--- config.mk ---
export PLATFORM = sky130hd
export DESIGN_NAME = sdm_modulator
export DESIGN_NICKNAME = d
export VERILOG_FILES = /design/src/rtl/sdm_modulator.sv
export SDC_FILE = /design/constraint.sdc
export NUM_CORES = 1
export LEC_CHECK = 0
export CORE_MARGIN = 4
export CORE_UTILIZATION = 46
export CTS_CLUSTER_SIZE = 8
export DETAILED_ROUTE_END_ITERATION = 12
export HOLD_SLACK_MARGIN = 0.15
export SLEW_MARGIN = 10
export SYNTH_ARGS = -nofsm -noshare
export SYNTH_HDL_FRONTEND = slang
export SYNTH_SLANG_ARGS = --single-unit
--- constraint.sdc ---
create_clock -name clk -period 9.9 [get_ports clk]
set_input_delay 0.99 -clock clk [delete_from_list [all_inputs] [get_ports clk]]
set_output_delay 0.99 -clock clk [all_outputs]
set_load 0.01 [all_outputs]
--- src/rtl/sdm_modulator.sv ---
// sdm_modulator: second-order delta-sigma modulator.
// Converts signed PCM samples (one per OSR clocks) into a 1-bit stream,
// one bit per clk. Both integrators saturate; they never wrap.
// Optional feature macro: DITHER_EN adds a 16-bit LFSR dither term to the
// quantizer input. The default build (macro undefined) has no dither and is
// fully deterministic.
//
// Input handshake (valid/ready): a sample transfers on any rising clk edge
// where din_valid and din_ready are both high. din_ready depends only on
// internal state (buffer empty, or frame boundary this cycle), never on
// din_valid. The source must hold din stable while din_valid is high and
// din_ready is low.
module sdm_modulator #(
  parameter int DATA_W = 16,
  parameter int OSR    = 128,
  parameter int ACC_W  = DATA_W + 4
) (
  input  logic                     clk,
  input  logic                     rst_n,
  input  logic signed [DATA_W-1:0] din,
  input  logic                     din_valid,
  output logic                     din_ready,
  output logic                     out,
  output logic                     underrun
);

  localparam int CNT_W = (OSR > 1) ? $clog2(OSR) : 1;
  // Two guard bits: i + x - y and i2 + i1n - y cannot overflow this width.
  localparam int SUM_W = ACC_W + 2;

  localparam logic [CNT_W-1:0] CNT_LAST = CNT_W'(OSR - 1);

  localparam logic signed [SUM_W-1:0] FS_POS  = SUM_W'(longint'(1) <<< (DATA_W - 1));
  localparam logic signed [SUM_W-1:0] FS_NEG  = SUM_W'(-(longint'(1) <<< (DATA_W - 1)));
  localparam logic signed [SUM_W-1:0] SAT_MAX = SUM_W'((longint'(1) <<< (ACC_W - 1)) - longint'(1));
  localparam logic signed [SUM_W-1:0] SAT_MIN = SUM_W'(-(longint'(1) <<< (ACC_W - 1)));

  // Rate counter and frame tick
  logic [CNT_W-1:0] cnt;
  logic             tick;

  // One-entry input buffer and the sample currently being modulated
  logic                     pend;
  logic signed [DATA_W-1:0] buf_q;
  logic signed [DATA_W-1:0] x_q;
  logic                     accept;

  // Integrators
  logic signed [ACC_W-1:0] i1;
  logic signed [ACC_W-1:0] i2;

  // Combinational datapath
  logic signed [SUM_W-1:0] x_ext;
  logic signed [SUM_W-1:0] i1_ext;
  logic signed [SUM_W-1:0] i2_ext;
  logic signed [SUM_W-1:0] y_ext;
  logic signed [SUM_W-1:0] s1;
  logic signed [SUM_W-1:0] s2;
  logic signed [ACC_W-1:0] i1n;
  logic signed [ACC_W-1:0] i2n;
  logic signed [SUM_W-1:0] i1n_ext;
  logic signed [SUM_W-1:0] i2n_ext;
  logic signed [SUM_W-1:0] d_ext;
  logic signed [SUM_W-1:0] dec;
  logic                    out_next;

  // Clamp a wide sum into the integrator range.
  function automatic logic signed [ACC_W-1:0] sat(input logic signed [SUM_W-1:0] s);
    logic signed [ACC_W-1:0] r;
    if (s > SAT_MAX) begin
      r = SAT_MAX[ACC_W-1:0];
    end else if (s < SAT_MIN) begin
      r = SAT_MIN[ACC_W-1:0];
    end else begin
      r = s[ACC_W-1:0];
    end
    return r;
  endfunction

  assign tick      = (cnt == CNT_LAST);
  assign din_ready = ~pend | tick;
  assign accept    = din_valid & din_ready;

  // Free-running frame counter, wraps after OSR clocks.
  always_ff @(posedge clk or negedge rst_n) begin
    if (!rst_n) begin
      cnt <= '0;
    end else if (tick) begin
      cnt <= '0;
    end else begin
      cnt <= cnt + CNT_W'(1);
    end
  end

  // Input buffer: accept into buf_q, hand buf_q to x_q on the frame tick.
  // A tick with an empty buffer keeps x_q and flags an underrun; a sample
  // arriving on that same tick still lands in buf_q for the next frame.
  always_ff @(posedge clk or negedge rst_n) begin
    if (!rst_n) begin
      pend     <= 1'b0;
      buf_q    <= '0;
      x_q      <= '0;
      underrun <= 1'b0;
    end else begin
      underrun <= tick & ~pend;
      if (accept) begin
        buf_q <= din;
      end
      if (tick) begin
        if (pend) begin
          x_q <= buf_q;
        end
        pend <= accept;
      end else if (accept) begin
        pend <= 1'b1;
      end
    end
  end

`ifdef DITHER_EN
  logic [15:0] lfsr;

  // Fibonacci LFSR x^16+x^14+x^13+x^11+1, advances every clock.
  always_ff @(posedge clk or negedge rst_n) begin
    if (!rst_n) begin
      lfsr <= 16'hACE1;
    end else begin
      lfsr <= {lfsr[0] ^ lfsr[2] ^ lfsr[3] ^ lfsr[5], lfsr[15:1]};
    end
  end

  // Dither is the low five LFSR bits read as a signed value (-16..15).
  assign d_ext = {{(SUM_W - 5){lfsr[4]}}, lfsr[4:0]};
`else
  assign d_ext = '0;
`endif

  // Loop filter: two saturating integrators fed back by the previous bit.
  always_comb begin
    x_ext    = {{(SUM_W - DATA_W){x_q[DATA_W-1]}}, x_q};
    i1_ext   = {{(SUM_W - ACC_W){i1[ACC_W-1]}}, i1};
    i2_ext   = {{(SUM_W - ACC_W){i2[ACC_W-1]}}, i2};
    y_ext    = out ? FS_POS : FS_NEG;
    s1       = i1_ext + x_ext - y_ext;
    i1n      = sat(s1);
    i1n_ext  = {{(SUM_W - ACC_W){i1n[ACC_W-1]}}, i1n};
    s2       = i2_ext + i1n_ext - y_ext;
    i2n      = sat(s2);
    i2n_ext  = {{(SUM_W - ACC_W){i2n[ACC_W-1]}}, i2n};
    dec      = i2n_ext + d_ext;
    out_next = ~dec[SUM_W-1];
  end

  // Register integrator state and the quantized output bit.
  always_ff @(posedge clk or negedge rst_n) begin
    if (!rst_n) begin
      i1  <= '0;
      i2  <= '0;
      out <= 1'b0;
    end else begin
      i1  <= i1n;
      i2  <= i2n;
      out <= out_next;
    end
  end

endmodule

==> results.md <==
* Hpwl dp at 9010 um
* Number of CTS-inserted buffers at 9
* Mux contribution to synthesized area at 0.0637
* Slowest CP cell: a21oi_2
* Switching Share at 0.213
* Outcome: completed
* Final wirelength at 11600 um
* Core area at approximately 13000 um^2
* Top Ports at 22
* Placed insts at 816
* Skew final at 0.0110 ns
* Critical path required time at 10.07 ns
* Layout filler cell count at between 1000 and 1500
* Post-synthesis xor/xnor area fraction at 0.0543
* Initial antenna violation count at 0
* Adder-Cell Fraction of Synth Area at 0.178
* Vias per cell at 5.12
* Pre-antenna DRT Iters at 5
* Power per Cell Area at 108 nW/um^2
* CP max stage delay at 0.85 ns
* Register area share after synthesis at 0.344
* Switching pwr at 0.154 mW
* Nets@finish at 754
* Critical Path End Type: register
* Post-CTS Hold Buffers at 0
* Critical Path Start Type: register
* Antenna cells at 0
* Main combinational cell family by area after synthesis: compound AO/OA/AOI/OAI gates
* Final Max Tran Viols at 0
* Critical Path Fanout Max at 21
* Flops & latches, synth at slightly above 80
* Fraction of registers with async set/reset at 1.00
* Post-cts sizing count at 0
* Routed len/inst at 14.0 um
* Largest net degree at the start of global routing at 43
* Final hold violations at 0
* Syn nets at between 700 and 800
* Area Overhead vs Synth at 11.8%
* Initial core utilization at 0.471
* Tcrit/Tclk final at 0.769
* Clk network pwr share at 0.516
* Worst-Skew Late Latency at about 0.35 ns
* Slew Limit Headroom at 0.224
* Worst path most repeated cell: o21ai_0
* Port Buffers at 21
* Worst Max-Slew Pin Slew at 1.16 ns
* Critical path data arrival time at 7.78 ns
* Crit Path Class: reg -> reg
* CTS tree: done
* Largest area contributor in the netlist: dfrtp_1
* Remaining DRCs at 0
* Die ar. at 14900 um^2
* F_max at 131 MHz
* Pleak at 3.62 nW
* Sink Count at 82
* DIE HEIGHT at 122 um
* Sequential power share at 0.465
* Clk buf depth at 2
* Die width at 122 um
* Hold Crit Class: reg -> reg
* Combinational fraction of design power at 0.019
* Vias post-DR at 4257
* Synth top area share at 0.344
* Vias in the first global route at 4301
* Post-synth top cells: inv_1 (131), dfrtp_1 (82), ha_1 (72), a21oi_1 (51)
* Synth Flop Type: dfrtp_1
* Compound-gate portion of the synthesized area at 0.184
* Yosys cell types at 64
* Clk root buf: clkbuf_16
* RSZ-0062 raised after global routing: false
* Min Tclk post-route at 7.61 ns
* Simple-Gate Fraction of Synth Area at 0.0840
* Setup TNS at 0 ns
* Yosys Warn Count at 0
* Number of synthesized flops with an enable pin at 0
* Cell-internal power at 0.567 mW
* First-pass GRT wire length at 20200 um
* Routed Antenna Nets at 0
* Max-Cap Viols at 0
* Synth top area cells: dfrtp_1 (34%), ha_1 (15%), inv_1 (8.2%)
* GRT Total Usage at 0.171
* Register clock-pin slew on the reported worst setup and hold paths at about 0.07 ns
* Total gr overflow at 0
* Mapped Area at ~6000 um^2
* Syn Area/Cell at 9.41 um^2
* Finish-stage setup viols at 0
* CTS HTree Levels at 3
* DR iter-0 viols at 150
* Share of cells above drive strength 1 at 0.106
* Final cell count without fillers at 832
* GPL Wtd Cong at between 0.9 and 1
* Most frequent cell after synthesis: inv_1
* Setup Buffers After CTS at 0
* VDD IR max at 0.0000638 V
* Synth Instances at 635
* Std cell rows at 41
## state kept, by name, summed over array words and instances, names as in the netlist
| name | count |
|---|---|
| buf_q | 16 |
| cnt | 7 |
| i1 | 20 |
| i2 | 20 |
| out | 1 |
| pend | 1 |
| underrun | 1 |
| x_q | 16 |
## path summary, 6_finish.rpt
kind	from	to	slack [ns]	cells past startpoint
max	out	i2[5]	2.29	26
min	pend	underrun	0.45	1
max reg2reg	out	i2[5]	2.29	26
min reg2reg	pend	underrun	0.45	1
max in group asynchronous	rst_n	x_q[1]	8.36	2
min in group asynchronous	rst_n	i1[9]	0.63	1
## power by group through the flow
stage          clock network (mW)  logic, mW  registers, mW
6_report                    0.372     0.0136          0.335
5_1_grt                     0.396     0.0158          0.335
4_1_cts                     0.383     0.0145          0.335
3_5_place_dp                    0     0.0144          0.341
3_3_place_gp                    0     0.0142          0.341
2_1_floorplan                   0   0.000136          0.341
## worst max-delay path: cells and delay by family, from the launching register on
family	cells	cell delay, ns
compound gates	15	4.11
fa+ha+maj	4	1.37
buf+inv	3	0.24
flops	1	0.68
simple gates	4	1.02
## kinds of logic after synthesis
kind of cell	count (synthesis)
flip-flops	82
AO/OA/AOI/OAI	158
multiplexers	34
AND/OR/NAND/NOR	99
buffers and inverters	145
XOR/XNOR	37
adder cells (fa/ha/maj)	80
## metal layers
layer	GRT usage	wire length [um]
met5	0	0
met4	0.0693	244
met3	0.0274	284
met2	0.278	5320
met1	0.230	5770
## cells in the final DEF, fill, tap and decap left out, types with 9 or more instances in the layout
cell             synthesis  routed
clkdlybuf4s50_1          0      20
nor2_1                  16      16
o21ai_0                 20      20
clkbuf_16                0       9
inv_1                  131     131
dfrtp_1                 82      82
nand2_1                 29      29
ha_1                    72      72
mux2_2                  32      32
a21oi_1                 51      51
xnor2_1                 18      18
nand3_1                  9       9
xor2_1                  19      19
a21o_1                  32      32
## per-stage QoR
step | total power, mW | cell area, um^2 | util | setup slack, ns | hold WS (ns)
2_1_floorplan | 0.342 | 5970 | - | 3.48 | 0.422
6_report | 0.721 | 6680 | 0.527 | 2.29 | 0.448
5_1_grt | 0.746 | 6680 | 0.527 | 1.53 | 0.471
3_5_place_dp | 0.356 | 6340 | 0.501 | 2.25 | 0.444
3_3_place_gp | 0.355 | 6340 | 0.501 | 2.60 | 0.435
4_1_cts | 0.732 | 6680 | 0.527 | 2.23 | 0.453
## final cells by class
class	instances	area [um^2]	area share
Clock buffer	9	225	0.0337
Multi-Input combinational cell	408	3370	0.504
Inverter	132	495	0.0742
Sequential cell	82	2050	0.307
Timing Repair Buffer	22	215	0.0322
Tap cell	172	215	0.0322
Clock inverter	7	106	0.0159
(Power assumes the default switching activity.)
